<file path="config.mk">
export PLATFORM = sky130hd
export DESIGN_NAME = voice_allocator
export DESIGN_NICKNAME = d
export VERILOG_FILES = /design/src/rtl/voice_allocator.sv
export SDC_FILE = /design/constraint.sdc
export NUM_CORES = 1
export LEC_CHECK = 0
export ABC_AREA = 1
export BUFFER_PORTS_ARGS = -buffer_cell sky130_fd_sc_hd__buf_2
export CAP_MARGIN = 20
export CORE_MARGIN = 4
export CORE_UTILIZATION = 50
export DETAILED_ROUTE_END_ITERATION = 12
export PLACE_DENSITY = 0.74
export REMOVE_ABC_BUFFERS = 1
export SYNTH_ARGS = -nofsm -noshare
export SYNTH_HDL_FRONTEND = slang
export SYNTH_SLANG_ARGS = --single-unit
</file>
<file path="constraint.sdc">
create_clock -name clock_50_000_000 -period 7.3 [get_ports clock_50_000_000]
set_input_delay 1.825 -clock clock_50_000_000 [delete_from_list [all_inputs] [get_ports clock_50_000_000]]
set_output_delay 1.825 -clock clock_50_000_000 [all_outputs]
set_load 0.1 [all_outputs]
</file>
<file path="src/rtl/voice_allocator.sv">
// Voice allocator: NOTE_ON takes a retriggered, free or (with VOICE_ALLOCATOR_STEAL_EN) oldest voice; NOTE_OFF releases.
// Each note message occupies VOICES scan cycles plus one commit cycle; msg_ready is low throughout.
module voice_allocator #(
  parameter int VOICES = 8,
  parameter int AGE_W  = 4
) (
  input  logic                  clock_50_000_000,
  input  logic                  reset,
  input  logic                  msg_valid,
  output logic                  msg_ready,
  input  logic [3:0]            msg_status,
  input  logic [6:0]            msg_note,
  input  logic [6:0]            msg_velocity,
  output logic [VOICES-1:0]     voice_active,
  output logic [7*VOICES-1:0]   voice_note,
  output logic [7*VOICES-1:0]   voice_velocity,
  output logic [VOICES-1:0]     voice_change,
  output logic                  dropped
);

  localparam int IW = (VOICES > 1) ? $clog2(VOICES) : 1;
  localparam logic [IW-1:0]    LAST_IDX = IW'(VOICES - 1);
  localparam logic [AGE_W-1:0] AGE_MAX  = '1;
  localparam logic [3:0]       ST_NOTE_ON  = 4'b1001;
  localparam logic [3:0]       ST_NOTE_OFF = 4'b1000;

  localparam logic [1:0] S_IDLE   = 2'd0;
  localparam logic [1:0] S_SCAN   = 2'd1;
  localparam logic [1:0] S_COMMIT = 2'd2;

  logic [1:0]                    state_q, state_d;
  logic [IW-1:0]                 idx_q, idx_d;
  logic [6:0]                    lat_note_q, lat_note_d;
  logic [6:0]                    lat_vel_q, lat_vel_d;
  logic                          lat_on_q, lat_on_d;

  logic                          match_found_q, match_found_d;
  logic [IW-1:0]                 match_idx_q, match_idx_d;
  logic                          free_found_q, free_found_d;
  logic [IW-1:0]                 free_idx_q, free_idx_d;
  logic                          old_found_q, old_found_d;
  logic [IW-1:0]                 old_idx_q, old_idx_d;
  logic [AGE_W-1:0]              old_age_q, old_age_d;

  logic [VOICES-1:0]             active_q, active_d;
  logic [VOICES-1:0][6:0]        note_q, note_d;
  logic [VOICES-1:0][6:0]        vel_q, vel_d;
  logic [VOICES-1:0][AGE_W-1:0]  age_q, age_d;
  logic [VOICES-1:0]             change_q, change_d;
  logic                          dropped_q, dropped_d;

  logic                          do_write;
  logic [IW-1:0]                 target;
  logic                          cur_active;

  assign msg_ready      = (state_q == S_IDLE);
  assign voice_active   = active_q;
  assign voice_note     = note_q;
  assign voice_velocity = vel_q;
  assign voice_change   = change_q;
  assign dropped        = dropped_q;

  always_comb begin
    state_d       = state_q;
    idx_d         = idx_q;
    lat_note_d    = lat_note_q;
    lat_vel_d     = lat_vel_q;
    lat_on_d      = lat_on_q;
    match_found_d = match_found_q;
    match_idx_d   = match_idx_q;
    free_found_d  = free_found_q;
    free_idx_d    = free_idx_q;
    old_found_d   = old_found_q;
    old_idx_d     = old_idx_q;
    old_age_d     = old_age_q;
    active_d      = active_q;
    note_d        = note_q;
    vel_d         = vel_q;
    age_d         = age_q;
    change_d      = '0;
    dropped_d     = 1'b0;
    do_write      = 1'b0;
    target        = '0;
    cur_active    = active_q[idx_q];

    case (state_q)
      S_IDLE: begin
        // Non-note messages are accepted here too, simply by never leaving IDLE.
        if (msg_valid && (msg_status == ST_NOTE_ON || msg_status == ST_NOTE_OFF)) begin
          lat_note_d    = msg_note;
          lat_vel_d     = msg_velocity;
          lat_on_d      = (msg_status == ST_NOTE_ON) && (msg_velocity != 7'd0);
          match_found_d = 1'b0;
          free_found_d  = 1'b0;
          old_found_d   = 1'b0;
          idx_d         = '0;
          state_d       = S_SCAN;
        end
      end

      S_SCAN: begin
        if (cur_active && !match_found_q && note_q[idx_q] == lat_note_q) begin
          match_found_d = 1'b1;
          match_idx_d   = idx_q;
        end
        if (!cur_active && !free_found_q) begin
          free_found_d = 1'b1;
          free_idx_d   = idx_q;
        end
        // Strictly-greater keeps the lowest index on age ties.
        if (cur_active && (!old_found_q || age_q[idx_q] > old_age_q)) begin
          old_found_d = 1'b1;
          old_idx_d   = idx_q;
          old_age_d   = age_q[idx_q];
        end
        if (idx_q == LAST_IDX) begin
          state_d = S_COMMIT;
        end else begin
          idx_d = idx_q + 1'b1;
        end
      end

      S_COMMIT: begin
        state_d = S_IDLE;
        if (lat_on_q) begin
          if (match_found_q) begin
            do_write = 1'b1;
            target   = match_idx_q;
          end else if (free_found_q) begin
            do_write = 1'b1;
            target   = free_idx_q;
          end else begin
`ifdef VOICE_ALLOCATOR_STEAL_EN
            do_write = old_found_q;
            target   = old_idx_q;
`else
            dropped_d = 1'b1;
`endif
          end
          if (do_write) begin
            for (int i = 0; i < VOICES; i++) begin
              if (IW'(i) == target) begin
                active_d[i] = 1'b1;
                note_d[i]   = lat_note_q;
                vel_d[i]    = lat_vel_q;
                age_d[i]    = '0;
                change_d[i] = 1'b1;
              end else if (active_q[i] && age_q[i] != AGE_MAX) begin
                age_d[i] = age_q[i] + 1'b1;
              end
            end
          end
        end else if (match_found_q) begin
          for (int i = 0; i < VOICES; i++) begin
            if (IW'(i) == match_idx_q) begin
              active_d[i] = 1'b0;
              vel_d[i]    = '0;
              age_d[i]    = '0;
              change_d[i] = 1'b1;
            end
          end
        end
      end

      default: state_d = S_IDLE;
    endcase
  end

  always_ff @(posedge clock_50_000_000 or posedge reset) begin
    if (reset) begin
      state_q       <= S_IDLE;
      idx_q         <= '0;
      lat_note_q    <= '0;
      lat_vel_q     <= '0;
      lat_on_q      <= 1'b0;
      match_found_q <= 1'b0;
      match_idx_q   <= '0;
      free_found_q  <= 1'b0;
      free_idx_q    <= '0;
      old_found_q   <= 1'b0;
      old_idx_q     <= '0;
      old_age_q     <= '0;
      active_q      <= '0;
      note_q        <= '0;
      vel_q         <= '0;
      age_q         <= '0;
      change_q      <= '0;
      dropped_q     <= 1'b0;
    end else begin
      state_q       <= state_d;
      idx_q         <= idx_d;
      lat_note_q    <= lat_note_d;
      lat_vel_q     <= lat_vel_d;
      lat_on_q      <= lat_on_d;
      match_found_q <= match_found_d;
      match_idx_q   <= match_idx_d;
      free_found_q  <= free_found_d;
      free_idx_q    <= free_idx_d;
      old_found_q   <= old_found_d;
      old_idx_q     <= old_idx_d;
      old_age_q     <= old_age_d;
      active_q      <= active_d;
      note_q        <= note_d;
      vel_q         <= vel_d;
      age_q         <= age_d;
      change_q      <= change_d;
      dropped_q     <= dropped_d;
    end
  end

endmodule

</file>
==> impl_results.html, run 1 <==
<table>
<tr><th>Metric</th><th>Value</th></tr>
<tr><th colspan="2">Status</th></tr>
<tr><td>Result of the run</td><td>completed</td></tr>
<tr><th colspan="2">Global route</th></tr>
<tr><td>Global Route met3 Usage</td><td>4.26%</td></tr>
<tr><td>Busiest metal layer after global routing</td><td>met2</td></tr>
<tr><td>Total congestion overflow after global routing</td><td>0</td></tr>
<tr><td>Pin count of the biggest net entering global routing</td><td>94</td></tr>
<tr><td>Global-route wire length before repair</td><td>28600 µm</td></tr>
<tr><td>Number of antenna violations at the first check in global routing</td><td>0</td></tr>
<tr><td>Global Route Usage Sum</td><td>22.8%</td></tr>
<tr><td>Met2 demand-to-capacity share in global routing</td><td>35.8%</td></tr>
<tr><td>Met1 usage in global routing</td><td>32.1%</td></tr>
<tr><td>Vias in the first global route</td><td>5500</td></tr>
<tr><th colspan="2">Critical path</th></tr>
<tr><td>Cell family contributing the most delay on the critical path</td><td>simple AND/OR/NAND/NOR gates</td></tr>
<tr><td>Number of gates on the worst path with buffers counted</td><td>7</td></tr>
<tr><td>Delay of the slowest cell on the worst path</td><td>0.69 ns</td></tr>
<tr><td>Endpoint class of the critical path</td><td>register</td></tr>
<tr><td>Worst path required time</td><td>7.64 ns</td></tr>
<tr><td>Arrival @ worst endpoint</td><td>3.80 ns</td></tr>
<tr><td>Total buffers and inverters traversed by the critical path</td><td>2</td></tr>
<tr><td>Cell at the slowest stage of the critical path</td><td>sky130_fd_sc_hd__and2_1</td></tr>
<tr><td>Logic depth of the worst register-to-register path</td><td>6</td></tr>
<tr><td>Kind of critical path</td><td>in -&gt; reg</td></tr>
<tr><td>Maximum fanout encountered on the critical timing path</td><td>24</td></tr>
<tr><td>Ordered cell list for the critical path</td><td>buf_2 &gt; nor3_1 &gt; and2_1 &gt; clkinv_1 &gt; o21ai_1 &gt; nand3_1 &gt; o21ai_0</td></tr>
<tr><td>Critical path launch point type</td><td>input port</td></tr>
<tr><th colspan="2">Pwr</th></tr>
<tr><td>Total power per unit cell area</td><td>353 mW/mm²</td></tr>
<tr><td>VDD IR max</td><td>0.000217 V</td></tr>
<tr><td>Total power after layout</td><td>2.90 mW</td></tr>
<tr><td>Leakage dissipation</td><td>4.34 nW</td></tr>
<tr><th colspan="2">Die</th></tr>
<tr><td>I/O pin cnt</td><td>151</td></tr>
<tr><td>Overall die area</td><td>0.0157 mm²</td></tr>
<tr><td>Cell Rows</td><td>42</td></tr>
<tr><td>Floorplan core area</td><td>0.0133 mm²</td></tr>
<tr><td>Die boundary height</td><td>125 µm</td></tr>
<tr><td>DIE WIDTH</td><td>125 µm</td></tr>
<tr><td>Effective utilization at floorplan</td><td>51.6%</td></tr>
<tr><th colspan="2">Logic synthesis</th></tr>
<tr><td>Top-area cell type share of the netlist area</td><td>57.0%</td></tr>
<tr><td>Post-synthesis instance area</td><td>0.00689 mm²</td></tr>
<tr><td>Number of synthesized register bits</td><td>157</td></tr>
<tr><td>Most area-hungry cell type in the Yosys netlist</td><td>sky130_fd_sc_hd__dfrtp_1</td></tr>
<tr><td>Number of cells produced by synthesis</td><td>788</td></tr>
<tr><td>Synthesized area divided by synthesized cell count</td><td>8.74 µm²</td></tr>
<tr><td>Proportion of synthesized flip-flops having asynchronous set or reset</td><td>100%</td></tr>
<tr><td>Most used DFF post-synth</td><td>sky130_fd_sc_hd__dfrtp_1</td></tr>
<tr><td>Seq/Total Area, Yosys</td><td>57.0%</td></tr>
<tr><td>Number of enable-type register cells in the synthesized netlist</td><td>0</td></tr>
<tr><td>Yosys Warn Count</td><td>0</td></tr>
<tr><td>Top area cells in the synthesized netlist</td><td>sky130_fd_sc_hd__dfrtp_1 57%, sky130_fd_sc_hd__nand2_1 14%, sky130_fd_sc_hd__o21ai_0 5.7%</td></tr>
<tr><td>Number of library cell types mapped by synthesis</td><td>31</td></tr>
<tr><th colspan="2">Drt</th></tr>
<tr><td>Remaining routing DRC violations</td><td>0</td></tr>
<tr><td>Total wire length after detailed routing</td><td>17500 µm</td></tr>
<tr><td>Number of vias after detailed routing</td><td>5743</td></tr>
<tr><td>Ratio of routed vias to standard cells</td><td>5.15</td></tr>
<tr><td>Iteration-0 DRC count of the detailed router</td><td>440</td></tr>
<tr><td>Antenna Nets Post-Route</td><td>0</td></tr>
<tr><td>Wirelength per Cell</td><td>15.6 µm</td></tr>
<tr><td>Number of search-and-repair iterations in the first detailed-routing pass</td><td>4</td></tr>
<tr><th colspan="2">Clock network</th></tr>
<tr><td># hold bufs at CTS</td><td>0</td></tr>
<tr><td>CTS tree</td><td>yes</td></tr>
<tr><td>Root Driver</td><td>sky130_fd_sc_hd__clkbuf_16</td></tr>
<tr><td>Number of buffers created by CTS</td><td>17</td></tr>
<tr><td>Post-CTS setup buffer count</td><td>0</td></tr>
<tr><td>Clock Latency Late Sink</td><td>0.42 ns</td></tr>
<tr><td>Buffers from clock root to sink, at most</td><td>2</td></tr>
<tr><td>H-Tree Level Count</td><td>4</td></tr>
<tr><td>Clock sink total</td><td>157</td></tr>
<tr><td>Cells resized by post-CTS repair</td><td>0</td></tr>
<tr><td>Clock slew seen by the registers of the worst setup and hold paths</td><td>0.06 ns</td></tr>
<tr><th colspan="2">STA</th></tr>
<tr><td>Worst-case headroom to the max-slew limit</td><td>41.1%</td></tr>
<tr><td>Setup-failing EPs final</td><td>0</td></tr>
<tr><td>Final worst clock skew</td><td>0.00774 ns</td></tr>
<tr><td>Final-layout setup total negative slack</td><td>0 ns</td></tr>
<tr><td>Achievable Freq</td><td>289 MHz</td></tr>
<tr><td>Fraction of the cycle the final worst path needs</td><td>47.4%</td></tr>
<tr><td>Unrepaired setup endpoints after global routing</td><td>no</td></tr>
<tr><td>Final count of pins violating max slew</td><td>0</td></tr>
<tr><td>Time the worst path needs with I/O delays and setup</td><td>3.46 ns</td></tr>
<tr><td>Measured slew at the worst slew-check pin</td><td>0.884 ns</td></tr>
<tr><td>Final count of hold timing violations</td><td>0</td></tr>
<tr><th colspan="2">Cells and area</th></tr>
<tr><td>Most used cells in the layout excluding fill and tap cells</td><td>256 x sky130_fd_sc_hd__nand2_1, 157 x sky130_fd_sc_hd__dfrtp_1, 150 x sky130_fd_sc_hd__buf_2</td></tr>
<tr><td>Core occupancy in the finished layout</td><td>61.4%</td></tr>
<tr><td>Synthesis-to-layout area growth</td><td>19.0%</td></tr>
<tr><td>Net count reported at finish</td><td>950</td></tr>
<tr><td>Total of fill cells in the finished design</td><td>1237</td></tr>
<tr><td>Share of post-route cells with drive strength above 1</td><td>25.6%</td></tr>
<tr><td>Commonest non-fill, non-tap cell in the layout</td><td>sky130_fd_sc_hd__nand2_1</td></tr>
<tr><td>Number of antenna diodes</td><td>0</td></tr>
<tr><th colspan="2">Run</th></tr>
<tr><td>Max-capacitance violation count</td><td>0</td></tr>
<tr><th colspan="2">Min path</th></tr>
<tr><td>Hold Crit Depth</td><td>2</td></tr>
<tr><td>Min-Delay Path Class</td><td>reg -&gt; reg</td></tr>
<tr><th colspan="2">Placed design</th></tr>
<tr><td>Routability-driven placement congestion ratio</td><td>0.813</td></tr>
<tr><td>Count of buffers inserted at the top-level ports</td><td>150</td></tr>
<tr><td>Half-perimeter wire length of the detailed placement result</td><td>11800 µm</td></tr>
</table>
==> final timing paths <==
| kind | slack, ns | to | from |
|---|---|---|---|
| max | 3.84 | idx_q[1] | msg_status[1] |
| min reg2reg | 0.47 | voice_velocity[26] | voice_velocity[26] |
| max reg2reg | 4.39 | voice_velocity[1] | lat_on_q |
| min | 0.47 | voice_velocity[26] | voice_velocity[26] |
| max in group asynchronous | 4.45 | voice_velocity[0] | reset |
| min in group asynchronous | 1.55 | voice_note[53] | reset |
==> final cells by class <==
type | instances | area, µm² | area share (%)
timing repair buffer | 152 | 766 | 9.34
clock inverter | 12 | 73.8 | 0.901
sequential | 157 | 3930 | 47.9
inverter | 74 | 283 | 3.45
clock buffer | 20 | 447 | 5.45
tap | 176 | 220 | 2.69
multi-input combinational | 525 | 2480 | 30.2
==> layer usage <==
layer  wire length, µm  up-vias
li1                  -     2825
met1              8050     2726
met2              8220      171
met3               910       21
met4               270        0
met5                 0        -
==> synthesized netlist by cell type, types with 2 or more instances <==
master and instances:
sky130_fd_sc_hd__nand2_2 9, sky130_fd_sc_hd__buf_6 7, sky130_fd_sc_hd__o31ai_1 5, sky130_fd_sc_hd__dfrtp_1 157
sky130_fd_sc_hd__inv_1 60, sky130_fd_sc_hd__buf_4 5, sky130_fd_sc_hd__a21oi_1 8, sky130_fd_sc_hd__nor2_1 30
sky130_fd_sc_hd__clkinv_1 3, sky130_fd_sc_hd__clkbuf_1 9, sky130_fd_sc_hd__buf_2 10, sky130_fd_sc_hd__o21ai_0 79
sky130_fd_sc_hd__o21ai_1 39, sky130_fd_sc_hd__nand3_2 8, sky130_fd_sc_hd__o21ai_2 22, sky130_fd_sc_hd__nand3_1 50
sky130_fd_sc_hd__nand2_1 256, sky130_fd_sc_hd__nor2_4 2, sky130_fd_sc_hd__nor3_1 4, sky130_fd_sc_hd__nor2_2 2
sky130_fd_sc_hd__inv_2 11, sky130_fd_sc_hd__a21oi_2 2, sky130_fd_sc_hd__ha_1 2
==> registers in the layout, indices dropped and copies added (netlist names), 2 cells and up <==
name and count:
free_idx_q 3, idx_q 3, lat_note_q 7, lat_vel_q 7
match_idx_q 3, state_q 2, voice_active 8, voice_change 8
voice_note 56, voice_velocity 56
==> per-stage QoR <==
stage / hold slack [ns] / setup WS (ns) / instance area (µm²) / instances
finish: 0.474 / 3.84 / 8200 / 1116
global route: 0.498 / 3.61 / 8200 / 1116
CTS: 0.475 / 3.83 / 8200 / 1116
detailed placement: 0.459 / 3.39 / 7680 / 1084
global placement: 0.455 / 3.47 / 7680 / 1084
floorplan: 0.442 / 1.24 / 6690 / 756
==> worst reg2reg max path: cells and delay by family (launching register included) <==
kind	cells	cell delay (ns)
flip-flops	1	0.92
buffers and inverters	1	0.54
AO/OA/AOI/OAI	2	0.59
AND/OR/NAND/NOR	3	0.78
==> power by group <==
| part | leakage [nW] | total [mW] | internal (mW) | switching, mW |
|---|---|---|---|---|
| Sequential | 2.11 | 1.09 | 0.975 | 0.117 |
| Clock | 0.263 | 0.783 | 0.439 | 0.344 |
| Combinational | 1.97 | 1.02 | 0.212 | 0.808 |
| Total | 4.34 | 2.90 | 1.63 | 1.27 |
==> logic make-up after synthesis <==
| kind of cell | synth area share, % |
|---|---|
| DFF | 57.0 |
| buffers and inverters | 7.01 |
| adders and majority gates | 0.363 |
| and+or+nand+nor | 22.4 |
| AOI/OAI and AO/OA | 13.2 |
(Power assumes the default switching activity.)
==> run 2: changes to the inputs <==
--- a/config.mk
+++ b/config.mk
@@ -9,9 +9,9 @@
 export BUFFER_PORTS_ARGS = -buffer_cell sky130_fd_sc_hd__buf_2
 export CAP_MARGIN = 20
 export CORE_MARGIN = 4
-export CORE_UTILIZATION = 50
+export CORE_UTILIZATION = 49
 export DETAILED_ROUTE_END_ITERATION = 12
-export PLACE_DENSITY = 0.74
+export PLACE_DENSITY = 0.76
 export REMOVE_ABC_BUFFERS = 1
 export SYNTH_ARGS = -nofsm -noshare
 export SYNTH_HDL_FRONTEND = slang
==> constraint.sdc (replaced) <==
create_clock -name clock_50_000_000 -period 2.91 [get_ports clock_50_000_000]
set_input_delay 0.7275 -clock clock_50_000_000 [delete_from_list [all_inputs] [get_ports clock_50_000_000]]
set_output_delay 0.7275 -clock clock_50_000_000 [all_outputs]
set_load 0.1 [all_outputs]
==> run 2 against run 1 <==
Against the previous run:
- sequential power is 150% higher
- sequential share of layout area is 0.97 points lower
- worst hold slack got worse by 0.090 ns
- via count grew 1.4%
- non-clock buffer count up 6
- largest power group unchanged
==> impl_results.html, run 2 (same netlist as run 1, synthesis figures left out) <==
<table>
<tr><th>Metric</th><th>Value</th></tr>
<tr><th colspan="2">STA</th></tr>
<tr><td>Final count of hold timing violations</td><td>0 (unchanged)</td></tr>
<tr><td>Unrepaired setup endpoints after global routing</td><td>no</td></tr>
<tr><td>Fraction of the cycle the final worst path needs</td><td>79.8%</td></tr>
<tr><td>Worst-case headroom to the max-slew limit</td><td>55.0% (+14 points)</td></tr>
<tr><td>Time the worst path needs with I/O delays and setup</td><td>2.32 ns</td></tr>
<tr><td>Final hold slack</td><td>0.384 ns (-0.0897 ns)</td></tr>
<tr><td>Final count of pins violating max slew</td><td>0 (unchanged)</td></tr>
<tr><td>Final worst clock skew</td><td>0.00772 ns (-0.0000199 ns)</td></tr>
<tr><td>Setup-failing EPs final</td><td>0 (unchanged)</td></tr>
<tr><td>Achievable Freq</td><td>431 MHz</td></tr>
<tr><td>Measured slew at the worst slew-check pin</td><td>0.674 ns (-0.210 ns)</td></tr>
<tr><th colspan="2">Clock network</th></tr>
<tr><td>Buffers from clock root to sink, at most</td><td>2 (unchanged)</td></tr>
<tr><td>CTS tree</td><td>yes</td></tr>
<tr><td>H-Tree Level Count</td><td>4 (unchanged)</td></tr>
<tr><td>Number of buffers created by CTS</td><td>17 (unchanged)</td></tr>
<tr><td>Root Driver</td><td>sky130_fd_sc_hd__clkbuf_16</td></tr>
<tr><td>Clock Latency Late Sink</td><td>0.42 ns (about the same)</td></tr>
<tr><td>Cells resized by post-CTS repair</td><td>0 (unchanged)</td></tr>
<tr><td>Clock slew seen by the registers of the worst setup and hold paths</td><td>0.06 ns (about the same)</td></tr>
<tr><td># hold bufs at CTS</td><td>0 (unchanged)</td></tr>
<tr><td>Clock sink total</td><td>157 (unchanged)</td></tr>
<tr><td>Post-CTS setup buffer count</td><td>0 (unchanged)</td></tr>
<tr><th colspan="2">Die</th></tr>
<tr><td>Die boundary height</td><td>127 µm (+0.95%)</td></tr>
<tr><td>Floorplan core area</td><td>0.0138 mm² (+3.6%)</td></tr>
<tr><td>Overall die area</td><td>0.0160 mm² (+1.9%)</td></tr>
<tr><td>Effective utilization at floorplan</td><td>49.8% (-1.8 points)</td></tr>
<tr><td>DIE WIDTH</td><td>127 µm (+0.95%)</td></tr>
<tr><td>I/O pin cnt</td><td>151 (unchanged)</td></tr>
<tr><td>Cell Rows</td><td>43 (+2.4%)</td></tr>
<tr><th colspan="2">Cells and area</th></tr>
<tr><td>Net count reported at finish</td><td>956 (+0.63%)</td></tr>
<tr><td>Synthesis-to-layout area growth</td><td>21.4%</td></tr>
<tr><td>Number of antenna diodes</td><td>0 (unchanged)</td></tr>
<tr><td>Final standard cell area without fillers</td><td>0.00837 mm² (+2.1%)</td></tr>
<tr><td>Share of post-route cells with drive strength above 1</td><td>25.9% (+0.29 points)</td></tr>
<tr><td>Most used cells in the layout excluding fill and tap cells</td><td>256 x sky130_fd_sc_hd__nand2_1, 157 x sky130_fd_sc_hd__dfrtp_1, 150 x sky130_fd_sc_hd__buf_2</td></tr>
<tr><td>Commonest non-fill, non-tap cell in the layout</td><td>sky130_fd_sc_hd__nand2_1</td></tr>
<tr><td>Non-Filler Instances</td><td>1125 (+0.81%)</td></tr>
<tr><td>Core occupancy in the finished layout</td><td>60.5% (-0.90 points)</td></tr>
<tr><th colspan="2">Critical path</th></tr>
<tr><td>Cell at the slowest stage of the critical path</td><td>sky130_fd_sc_hd__dfrtp_1</td></tr>
<tr><td>Endpoint class of the critical path</td><td>register</td></tr>
<tr><td>Ordered cell list for the critical path</td><td>clkinv_1 &gt; nand3_1 &gt; nand2_1 &gt; nand2_1 &gt; nand2_1 &gt; inv_1 &gt; nand2_1 &gt; nor2_1 &gt; nand2_1 &gt; nand2_1 &gt; nand2_1</td></tr>
<tr><td>Reg2Reg Setup Slack</td><td>0.59 ns (-3.80 ns)</td></tr>
<tr><td>Arrival @ worst endpoint</td><td>2.63 ns (-1.17 ns)</td></tr>
<tr><td>Kind of critical path</td><td>reg -&gt; reg</td></tr>
<tr><td>Cell with the most instances on the worst path</td><td>sky130_fd_sc_hd__nand2_1</td></tr>
<tr><td>Source of the worst register-to-register timing path</td><td>idx_q[2]</td></tr>
<tr><td>Delay of the slowest cell on the worst path</td><td>0.66 ns (-0.03 ns)</td></tr>
<tr><td>Worst path required time</td><td>3.22 ns (-4.42 ns)</td></tr>
<tr><td>Logic depth of the worst register-to-register path</td><td>11 (+5)</td></tr>
<tr><td>Maximum fanout encountered on the critical timing path</td><td>11 (-54%)</td></tr>
<tr><td>Critical R2R Capture</td><td>match_idx_q[2]</td></tr>
<tr><td>Critical path launch point type</td><td>register</td></tr>
<tr><th colspan="2">Pwr</th></tr>
<tr><td>Power dissipated by switching net loads</td><td>3.18 mW (+150%)</td></tr>
<tr><td>Combinational power share</td><td>34.5% (-0.7 points)</td></tr>
<tr><td>Share of power burned in registers</td><td>35.2% (-2.5 points)</td></tr>
<tr><td>Share of power burned in the clock network</td><td>30.3% (+3.3 points)</td></tr>
<tr><td>Cell internal power dissipation</td><td>4.46 mW (+170%)</td></tr>
<tr><td>Total power per unit cell area</td><td>912 mW/mm² (+160%)</td></tr>
<tr><td>Switching share of total power</td><td>41.6% (-2.2 points)</td></tr>
<tr><td>VDD IR max</td><td>0.000550 V (+150%)</td></tr>
<tr><td>Leakage dissipation</td><td>4.42 nW (+1.8%)</td></tr>
<tr><th colspan="2">Global route</th></tr>
<tr><td>Global Route Usage Sum</td><td>23.1% (+0.33 points)</td></tr>
<tr><td>Total congestion overflow after global routing</td><td>0 (unchanged)</td></tr>
<tr><td>Number of antenna violations at the first check in global routing</td><td>0 (unchanged)</td></tr>
<tr><td>Global-route wire length before repair</td><td>29100 µm (+1.9%)</td></tr>
<tr><td>Pin count of the biggest net entering global routing</td><td>63 (-33%)</td></tr>
<tr><td>Vias in the first global route</td><td>5587 (+1.6%)</td></tr>
<tr><th colspan="2">Drt</th></tr>
<tr><td>Antenna Nets Post-Route</td><td>0 (unchanged)</td></tr>
<tr><td>Total wire length after detailed routing</td><td>17900 µm (+2.8%)</td></tr>
<tr><td>Iteration-0 DRC count of the detailed router</td><td>404 (-8.2%)</td></tr>
<tr><td>Ratio of routed vias to standard cells</td><td>5.18 (+0.56%)</td></tr>
<tr><td>Number of vias after detailed routing</td><td>5822 (+1.4%)</td></tr>
<tr><td>Wirelength per Cell</td><td>15.9 µm (+2.0%)</td></tr>
<tr><td>Number of search-and-repair iterations in the first detailed-routing pass</td><td>5 (+1)</td></tr>
<tr><td>Remaining routing DRC violations</td><td>0 (unchanged)</td></tr>
<tr><th colspan="2">Placed design</th></tr>
<tr><td>Cell area after placement</td><td>0.00775 mm² (+0.98%)</td></tr>
<tr><td>Half-perimeter wire length of the detailed placement result</td><td>12300 µm (+4.0%)</td></tr>
<tr><td>Routability-driven placement congestion ratio</td><td>0.853 (+4.9%)</td></tr>
<tr><td>Cell count after placement</td><td>1094 (+0.92%)</td></tr>
<tr><td>Count of buffers inserted at the top-level ports</td><td>150 (unchanged)</td></tr>
<tr><th colspan="2">Status</th></tr>
<tr><td>Result of the run</td><td>completed</td></tr>
<tr><th colspan="2">Min path</th></tr>
<tr><td>Min-Delay Path Class</td><td>in -&gt; async</td></tr>
<tr><th colspan="2">Run</th></tr>
<tr><td>Max-capacitance violation count</td><td>0 (unchanged)</td></tr>
</table>
-- run 2: layout make-up --
cell class	instances	area [µm²]
tap	180	225
clock inverter	10	165
timing repair buffer	158	836
inverter	74	283
clock buffer	21	450
multi-input combinational	525	2480
fill	1181	5460
sequential	157	3930
-- run 2: per-layer routing --
metal | GRT usage (%) | vias to the layer above | wire length, µm
li1 | - | 2842 | -
met3 | 5.26 | 27 | 1180
met5 | 0 | - | 0
met1 | 32.5 | 2743 | 7960
met2 | 35.5 | 210 | 8430
met4 | 7.95 | 0 | 373
-- run 2: worst max-delay path, delay by kind of cell, from the launching register on --
family | cells | cell delay (ns)
AND/OR/NAND/NOR | 9 | 1.00
flip-flops | 1 | 0.66
buffers and inverters | 2 | 0.57
-- run 2: worst max-delay path by stage --
stage / cells past startpoint / start / end
global route: 11 / idx_q[2] / match_idx_q[2]
detailed placement: 11 / idx_q[2] / match_idx_q[2]
floorplan: 1 / reset / dropped
CTS: 11 / idx_q[2] / match_idx_q[2]
global placement: 11 / idx_q[2] / match_idx_q[2]
finish: 11 / idx_q[2] / match_idx_q[2]
-- run 2: power by group through the flow --
stage	clock network (mW)	registers (mW)	logic (mW)
4_1_cts	2.33	2.69	2.64
3_3_place_gp	0	2.72	2.60
2_1_floorplan	0	3.52	1.21
5_1_grt	2.42	2.73	2.90
3_5_place_dp	0	2.72	2.63
6_report	2.31	2.69	2.63
-- run 2: metrics by stage --
| stage | setup WS [ns] | power [mW] | TNS (ns) |
|---|---|---|---|
| 6_report | 0.589 | 7.63 | 0 |
| 5_1_grt | 0.385 | 8.05 | 0 |
| 4_1_cts | 0.645 | 7.66 | 0 |
| 3_5_place_dp | 0.654 | 5.35 | 0 |
| 3_3_place_gp | 0.697 | 5.32 | 0 |
| 2_1_floorplan | -2.05 | 4.72 | -322.83 |
